==> src/rtl/mul8_shift_add_pkg.sv <==
// Shared widths, FSM encodings and request payload for the shift-add multiplier.
package mul8_shift_add_pkg;

  localparam int unsigned OP_W       = 8;
  localparam int unsigned PROD_W     = 16;
  localparam int unsigned STATE_W    = 2;
  localparam int unsigned N_STEP_DEF = 8;
  localparam int unsigned ACC_W_DEF  = 20;

  localparam logic [STATE_W-1:0] ST_IDLE = 2'd0;
  localparam logic [STATE_W-1:0] ST_BUSY = 2'd1;
  localparam logic [STATE_W-1:0] ST_ACC  = 2'd2;
  localparam logic [STATE_W-1:0] ST_DONE = 2'd3;

  typedef struct packed {
    logic [OP_W-1:0] a;
    logic [OP_W-1:0] b;
    logic            acc;
  } mul_req_t;

  // Partial product for one step: multiplicand gated by the current multiplier LSB.
  function automatic logic [OP_W-1:0] step_addend(input logic [OP_W-1:0] m, input logic q0);
    return q0 ? m : '0;
  endfunction

endpackage

==> src/rtl/mul8_shift_add_fa8bit_sc.sv <==
// 8-bit ripple-carry adder built from full-adder cells; used as the per-step adder.
module fa8bit_sc (
  input  logic [7:0] a,
  input  logic [7:0] b,
  input  logic       cin,
  output logic [7:0] sum,
  output logic       cout
);

  logic carry;

  always_comb begin
    carry = cin;
    sum   = '0;
    for (int i = 0; i < 8; i++) begin
      sum[i] = a[i] ^ b[i] ^ carry;
      carry  = (a[i] & b[i]) | (carry & (a[i] ^ b[i]));
    end
    cout = carry;
  end

endmodule

==> src/rtl/mul8_shift_add.sv <==
// Sequential 8x8 shift-add multiplier with optional accumulate into an ACC_W-bit register.
module mul8_shift_add
  import mul8_shift_add_pkg::*;
#(
  parameter int unsigned N_STEP = N_STEP_DEF,
  parameter int unsigned ACC_W  = ACC_W_DEF
) (
  input  logic              clk,
  input  logic              rst_n,
  input  logic              in_valid,
  output logic              in_ready,
  input  logic [OP_W-1:0]   in_a,
  input  logic [OP_W-1:0]   in_b,
  input  logic              in_acc,
  output logic              out_valid,
  input  logic              out_ready,
  output logic [PROD_W-1:0] out_prod,
  output logic [ACC_W-1:0]  out_acc,
  output logic              acc_ovf
);

  localparam int unsigned CNT_W   = $clog2(N_STEP + 1);
  localparam int unsigned ACC_X_W = ACC_W + 1;
  localparam logic [CNT_W-1:0] LAST_STEP = CNT_W'(N_STEP - 1);

  logic [STATE_W-1:0] state_q, state_d;
  logic [OP_W-1:0]    m_q, m_d;
  logic [OP_W-1:0]    q_q, q_d;
  logic [OP_W-1:0]    a_hi_q, a_hi_d;
  logic               c_q, c_d;
  logic [CNT_W-1:0]   cnt_q, cnt_d;
  logic               flag_q, flag_d;
  logic [PROD_W-1:0]  prod_q, prod_d;
  logic [ACC_W-1:0]   acc_q, acc_d;
  logic               ovf_q, ovf_d;

  mul_req_t           req;
  logic [OP_W-1:0]    addend;
  logic [OP_W-1:0]    fa_sum;
  logic               fa_cout;
  logic               step_c;
  logic [PROD_W-1:0]  prod_final;
  logic [ACC_X_W-1:0] acc_sum;

  assign req        = '{a: in_a, b: in_b, acc: in_acc};
  assign addend     = step_addend(m_q, q_q[0]);
  assign prod_final = {a_hi_q, q_q};

  // C is always zero entering a step, so the 9-bit {C,A_hi} sum only needs the adder's carry.
  fa8bit_sc u_step_add (
    .a    (a_hi_q),
    .b    (addend),
    .cin  (1'b0),
    .sum  (fa_sum),
    .cout (fa_cout)
  );

  assign step_c  = c_q ^ fa_cout;
  assign acc_sum = {1'b0, acc_q} + ACC_X_W'(prod_final);

  always_comb begin
    state_d = state_q;
    m_d     = m_q;
    q_d     = q_q;
    a_hi_d  = a_hi_q;
    c_d     = c_q;
    cnt_d   = cnt_q;
    flag_d  = flag_q;
    prod_d  = prod_q;
    acc_d   = acc_q;
    ovf_d   = ovf_q;

    case (state_q)
      ST_IDLE: begin
        if (in_valid) begin
          m_d     = req.a;
          q_d     = req.b;
          flag_d  = req.acc;
          a_hi_d  = '0;
          c_d     = 1'b0;
          cnt_d   = '0;
          state_d = ST_BUSY;
        end
      end
      ST_BUSY: begin
        {c_d, a_hi_d, q_d} = {1'b0, step_c, fa_sum, q_q[OP_W-1:1]};
        if (cnt_q == LAST_STEP) begin
          state_d = ST_ACC;
        end else begin
          cnt_d = cnt_q + CNT_W'(1);
        end
      end
      ST_ACC: begin
        prod_d = prod_final;
        if (flag_q) begin
          acc_d = acc_sum[ACC_W-1:0];
          ovf_d = ovf_q | acc_sum[ACC_W];
        end else begin
          acc_d = ACC_W'(prod_final);
          ovf_d = 1'b0;
        end
        state_d = ST_DONE;
      end
      ST_DONE: begin
        if (out_ready) begin
          state_d = ST_IDLE;
        end
      end
      default: state_d = ST_IDLE;
    endcase
  end

  always_ff @(posedge clk or negedge rst_n) begin
    if (!rst_n) begin
      state_q <= ST_IDLE;
      m_q     <= '0;
      q_q     <= '0;
      a_hi_q  <= '0;
      c_q     <= 1'b0;
      cnt_q   <= '0;
      flag_q  <= 1'b0;
      prod_q  <= '0;
      acc_q   <= '0;
      ovf_q   <= 1'b0;
    end else begin
      state_q <= state_d;
      m_q     <= m_d;
      q_q     <= q_d;
      a_hi_q  <= a_hi_d;
      c_q     <= c_d;
      cnt_q   <= cnt_d;
      flag_q  <= flag_d;
      prod_q  <= prod_d;
      acc_q   <= acc_d;
      ovf_q   <= ovf_d;
    end
  end

  assign in_ready  = (state_q == ST_IDLE);
  assign out_valid = (state_q == ST_DONE);
  assign out_prod  = prod_q;
  assign out_acc   = acc_q;
  assign acc_ovf   = ovf_q;

endmodule

==> config.mk <==
export PLATFORM = sky130hd
export DESIGN_NAME = mul8_shift_add
export DESIGN_NICKNAME = d
export VERILOG_FILES = /design/src/rtl/mul8_shift_add_pkg.sv /design/src/rtl/mul8_shift_add_fa8bit_sc.sv /design/src/rtl/mul8_shift_add.sv
export SDC_FILE = /design/constraint.sdc
export NUM_CORES = 1
export LEC_CHECK = 0
export CORE_MARGIN = 10
export CORE_UTILIZATION = 39
export CTS_CLUSTER_SIZE = 40
export DETAILED_ROUTE_END_ITERATION = 7
export GPL_TIMING_DRIVEN = 0
export PLACE_DENSITY = 0.6
export REMOVE_ABC_BUFFERS = 1
export SYNTH_ARGS = -nofsm -noshare
export SYNTH_HDL_FRONTEND = slang
export SYNTH_SLANG_ARGS = --single-unit
==> constraint.sdc <==
create_clock -name clk -period 9 [get_ports clk]
set_input_delay 1.8 -clock clk [delete_from_list [all_inputs] [get_ports clk]]
set_output_delay 1.8 -clock clk [all_outputs]
set_load 0.01 [all_outputs]
==> results of run 1 <==
==> critical path, cell delays in order (launching register included) <==
cell     delay (ns)
dfrtp_1        0.58
and2_1         0.21
ha_1           0.15
inv_1          0.05
fa_1           0.37
fa_1           0.39
fa_1           0.39
fa_1           0.39
fa_1           0.36
inv_1          0.07
fa_1           0.16
inv_1          0.05
fa_1           0.46
o21ai_0        0.07
==> where the power goes <==
part           switching [mW]  internal, mW
Sequential              0.137         0.434
Clock                   0.121         0.179
Combinational           0.509         0.487
==> placed cells by master, fill, tap and decap left out, types with 2 or more instances in the layout <==
cell             instances
a31oi_1                  6
and3_1                   5
or3_1                    3
nor3_1                   7
nor2b_1                  5
a21oi_2                  2
mux2_2                  25
fa_1                     8
ha_1                    21
nor2_1                  18
nand4_1                  2
clkdlybuf4s50_1         58
o21ai_1                  3
mux2i_1                 16
nand2_1                 41
a211oi_1                 2
and2_1                   2
or2_2                    2
o21ai_2                  2
bufinv_16                2
o21bai_1                 2
a21oi_1                 27
o21ai_0                 28
a2bb2oi_1                2
dfrtp_1                 68
nand4b_1                 2
a221o_1                  3
a21o_1                  12
clkbuf_8                12
o211ai_1                 5
or4_1                    2
xnor2_1                  7
nand3_1                 11
inv_1                   18
==> routing by layer <==
metal	part of all wire (%)	global-route usage, %
met4	1.1	3.70
met2	46	20.9
met1	47	16.5
met3	5.1	3.70
met5	0	0
==> cell type report <==
class	count	area share [%]
repair buffers	61	12.9
multi-input cells	284	42.6
well taps	133	3.41
clock buffers	13	3.46
flip-flops and latches	68	34.9
inverters	18	1.38
clock inverters	3	1.38
==> registers in the layout (all words and copies together) (netlist names) <==
register and cells:
acc_ovf 1, out_prod 16, m_q 8, out_acc 20
a_hi_q 8, cnt_q 4, state_q 2, flag_q 1
q_q 8
==> kinds of logic after synthesis <==
kind of cell,after synthesis
fa+ha+maj,30
xor+xnor,8
mux,42
simple gates,105
buf+inv,33
flops,68
compound gates,99
==> how the worst min path moves through the flow <==
stage	to	slack, ns
2_1_floorplan	m_q[0]	0.47
3_3_place_gp	m_q[6]	0.48
3_5_place_dp	m_q[6]	0.49
4_1_cts	m_q[6]	0.51
5_1_grt	out_prod[7]	0.53
6_report	m_q[6]	0.51
==> stage by stage <==
stage | cells | setup slack [ns] | util, %
2_1_floorplan | 370 | 5.44 | -
3_3_place_gp | 562 | 3.72 | 47.0
3_5_place_dp | 564 | 5.16 | 47.5
4_1_cts | 580 | 5.14 | 49.9
5_1_grt | 580 | 4.88 | 49.9
6_report | 580 | 5.16 | 49.9
==> metrics.csv, run 1 <==
metric;value;unit
outcome;complete, no violations;
Critical Path Start;q_q[0];
TritonCTS buffer count;9;
setup repair bufs after CTS;0;
#FFs+latches synth;68;
TNS Setup;0;ns
final slew viol count;0;
Final period util;42.6;%
Worst R2R Path Depth;13;
syn_area_per_cell;10.1;um2
final non-filler cell area;4880;um2
largest family of logic cells by synthesized area;compound AO/OA/AOI/OAI gates;
DRT iter0 DRCs;115;
Req. time, crit path;9.22;ns
clock sink count;68;
Setup crit end;a_hi_q[6];
root buf cell;clkbuf_8;
mux cell area share after synthesis;11.6;%
top-count cell post-synth;dfrtp_1;
Synth top area share;43.7;%
Total Power;1.87;mW
Max IR drop VDD;0.000204;V
Clock H-tree levels;3;
Tmin final;3.84;ns
post-synthesis xor/xnor area fraction;1.80;%
EDFF count, synth;0;
maximum clock frequency;261;MHz
Ports;60;
Synth Cell Area;3900;um2
dpl hpwl;6640;um
die height;120;um
final setup vio count;0;
Initial Util;39.9;%
die width;120;um
reg2reg start;q_q[0];
port bufs;59;
Core Box Area;9770;um2
Final Hold Fails;0;
Least-Margin Pin Slew;1.02;ns
via count;3027;
Async SR Flop Fraction;100;%
Simple-Gate Fraction of Synth Area;13.0;%
final WL;9170;um
Final Wtd Congestion;0.820;
FP Rows;36;
Layout area overhead;25.2;%
Yosys warnings;0;
Multi-input gate area;2080;um2
Distinct cells, synth;45;
Slew HR;32.2;%
mean routed wirelength per cell;15.8;um
Max Fanout on Critical Path;12;
WHS Path Cells;1;
Reg clk slew, reported paths;0.07;ns
remaining global-route overflow;0;
die area;14400;um2
Sequential cell area;1700;um2
WS Path Type;reg2reg;
share of cells above drive strength 1;11.6;%
Vias/cell;5.22;
r2r endpoint;a_hi_q[6];
Synth Instances;385;
Max Clock Skew;0.00707;ns
initial antenna violation count;0;
pin count of the biggest net entering global routing;69;
Total Routing Usage GR;12.9;%
worst reg-to-reg setup slack;5.16;ns
layout net count;493;
Fillers;933;
Synth Area in Compound Gates;15.6;%
max cap viols;0;
PostCTS Resize Cnt;0;
CTS Buffer Depth;2;
drt first pass iters;4;
leading area contributor after synthesis;dfrtp_1;
leakage;2.12;nW
vias in the first global route;3078;
startpoint types;flop;
worst hold margin;0.506;ns
top cells by area, synth;dfrtp_1 (44%), mux2_2 (7.2%), ha_1 (7.1%);
Worst Setup End Kind;flop;
RSZ-0062 raised after global routing;no;
hold_sp;m_q[6];
CP arrival;4.06;ns
clk_lat worst skew;0.35;ns
Top FF cell, synth;dfrtp_1;
HP Class;reg2reg;
drt drc;0;
Cell Pwr Density;383;nW/um2
sequential fraction of the synthesis area;43.7;%
total inserted antenna cells;0;
DP Area;4640;um2
hold_buf cts;0;
first-pass GRT wire length;15500;um
Adder-Cell Fraction of Synth Area;11.2;%
Routed Antenna Nets;0;
top cells by count, synth;dfrtp_1 (68), nand2_1 (41), o21ai_0 (28);
CTS tree;done;
Power figures use the tool's default switching activity.
==> run 2: changes to the inputs <==
==> constraint.sdc (replaced) <==
create_clock -name clk -period 3.6 [get_ports clk]
set_input_delay 0.72 -clock clk [delete_from_list [all_inputs] [get_ports clk]]
set_output_delay 0.72 -clock clk [all_outputs]
set_load 0.01 [all_outputs]
==> run 2 against run 1 <==
  * Clock-buffer cell count did not move
  * Setup slack lost 5.0 ns
  * Combinational power grew to 2.5 times the previous value
  * Die area unchanged
  * Critical path depth stayed put
  * Hold slack worse by 0.010 ns
  * Critical endpoint unchanged
==> metrics.csv, run 2 (same netlist as run 1, synthesis figures left out) <==
metric;value;unit
outcome;complete, no violations;
WS Path Type;reg2reg;
commonest non-fill, non-tap cells in the layout;dfrtp_1 (66), clkdlybuf4s50_1 (58), nand2_1 (41);
DRT iter0 DRCs;123;
port bufs;59;
r2r endpoint;a_hi_q[6];
Layout area overhead;25.9;%
Max Fanout on Critical Path;2;
clk_lat worst skew;0.35;ns
Top cell by count, worst path;fa_1;
Worst Setup End Kind;flop;
HP Class;in2async;
most common cell after layout, fill and taps aside;dfrtp_1;
final core utilization;50.2;%
drt first pass iters;5;
vias in the first global route;3086;
hold_buf cts;0;
final WL;9210;um
maximum clock frequency;295;MHz
Tmin final;3.39;ns
Core Box Area;9770;um2
slowest stage delay, CP;0.47;ns
pin count of the biggest net entering global routing;69;
slowest cell on the critical path;fa_1;
Worst R2R Path Depth;13;
CTS tree;done;
fin worst setup slack;0.205;ns
Max Clock Skew;0.00600;ns
startpoint types;flop;
max reg flops;20;
TNS Setup;0;ns
initial antenna violation count;0;
Initial Util;39.9;%
RSZ-0062 raised after global routing;no;
mean routed wirelength per cell;15.8;um
Final Wtd Congestion;0.820;
remaining global-route overflow;0;
Ports;60;
root buf cell;clkbuf_8;
die area;14400;um2
WP buf/inv;3;
Routed Antenna Nets;0;
Top delay family on crit path;adder cells;
Reg clk slew, reported paths;0.08;ns
Req. time, crit path;3.83;ns
via count;3035;
final non-filler cell area;4910;um2
die height;120;um
total inserted antenna cells;0;
die width;120;um
dpl hpwl;6640;um
leakage;2.13;nW
final slew viol count;0;
Cell Pwr Density;957;nW/um2
CP arrival;3.62;ns
Max IR drop VDD;0.000508;V
sequence of cells on the critical path;and2_4 > ha_1 > inv_1 > fa_2 > fa_2 > fa_1 > fa_2 > fa_1 > inv_1 > fa_1 > inv_1 > fa_1 > o21ai_1;
Total Routing Usage GR;13.0;%
layout net count;495;
Slew HR;32.1;%
DP Area;4640;um2
reg2reg start;m_q[0];
clock sink count;68;
max cap viols;0;
worst hold margin;0.496;ns
drt drc;0;
Least-Margin Pin Slew;1.02;ns
CTS Buffer Depth;2;
share of cells above drive strength 1;13.4;%
dpl ws;-0.242;ns
first-pass GRT wire length;15600;um
final setup vio count;0;
Final period util;94.3;%
Clock H-tree levels;3;
Vias/cell;5.21;
worst reg-to-reg setup slack;0.21;ns
FP Rows;36;
TritonCTS buffer count;9;
Final Hold Fails;0;
## run 2: repair_timing
| action | in CTS | in global routing |
|---|---|---|
| pin swaps | 0 | 0 |
| endpoints found under the setup margin | 3 | 3 |
| gates resized for setup | 1 | 6 |
| cloned | 0 | 0 |
| buffers inserted | 2 | 0 |
## run 2: area by class of cell
class | count | area (um2)
tap | 133 | 166
sequential | 68 | 1700
fill | 931 | 4870
multi-input combinational | 284 | 2090
clock inverter | 3 | 67.6
clock buffer | 13 | 169
inverter | 18 | 67.6
timing repair buffer | 63 | 646
## run 2: metrics by stage
stage / total power [mW] / instances
after floorplan: 3.02 / 370
after global placement: 3.83 / 562
after detailed placement: 3.96 / 564
after CTS: 4.74 / 582
after global routing: 5.12 / 582
final: 4.70 / 582
## run 2: worst max path at each step
stage / from / endpoint / slack [ns] / cells after the start
5_1_grt: m_q[0] / a_hi_q[6] / 0.01 / 13
3_3_place_gp: rst_n / state_q[1] / -0.60 / 1
3_5_place_dp: q_q[0] / a_hi_q[6] / -0.24 / 13
6_report: m_q[0] / a_hi_q[6] / 0.21 / 13
2_1_floorplan: q_q[0] / a_hi_q[6] / 0.04 / 13
4_1_cts: q_q[0] / a_hi_q[6] / 0.03 / 13
## run 2: worst reg2reg max path, delay by kind of cell, from the launching register on
kind	cells	cell delay [ns]
adders and majority gates	8	2.53
DFF	1	0.36
and+or+nand+nor	1	0.15
buffers and inverters	3	0.17
AOI/OAI and AO/OA	1	0.06
## run 2: report_power, final
group          switching (mW)  internal, mW  total [mW]  leakage, nW
clock network           0.298         0.448       0.745        0.116
registers               0.329          1.09        1.42        0.858
logic                    1.30          1.24        2.53         1.16
total                    1.93          2.77        4.70         2.13
## run 2: per-layer routing
layer	vias to the layer above	track usage, %	routed length [um]
met5	-	0	0
met4	0	3.70	105
met3	11	3.70	439
met2	59	21.1	4260
met1	1470	16.5	4400
li1	1495	-	-
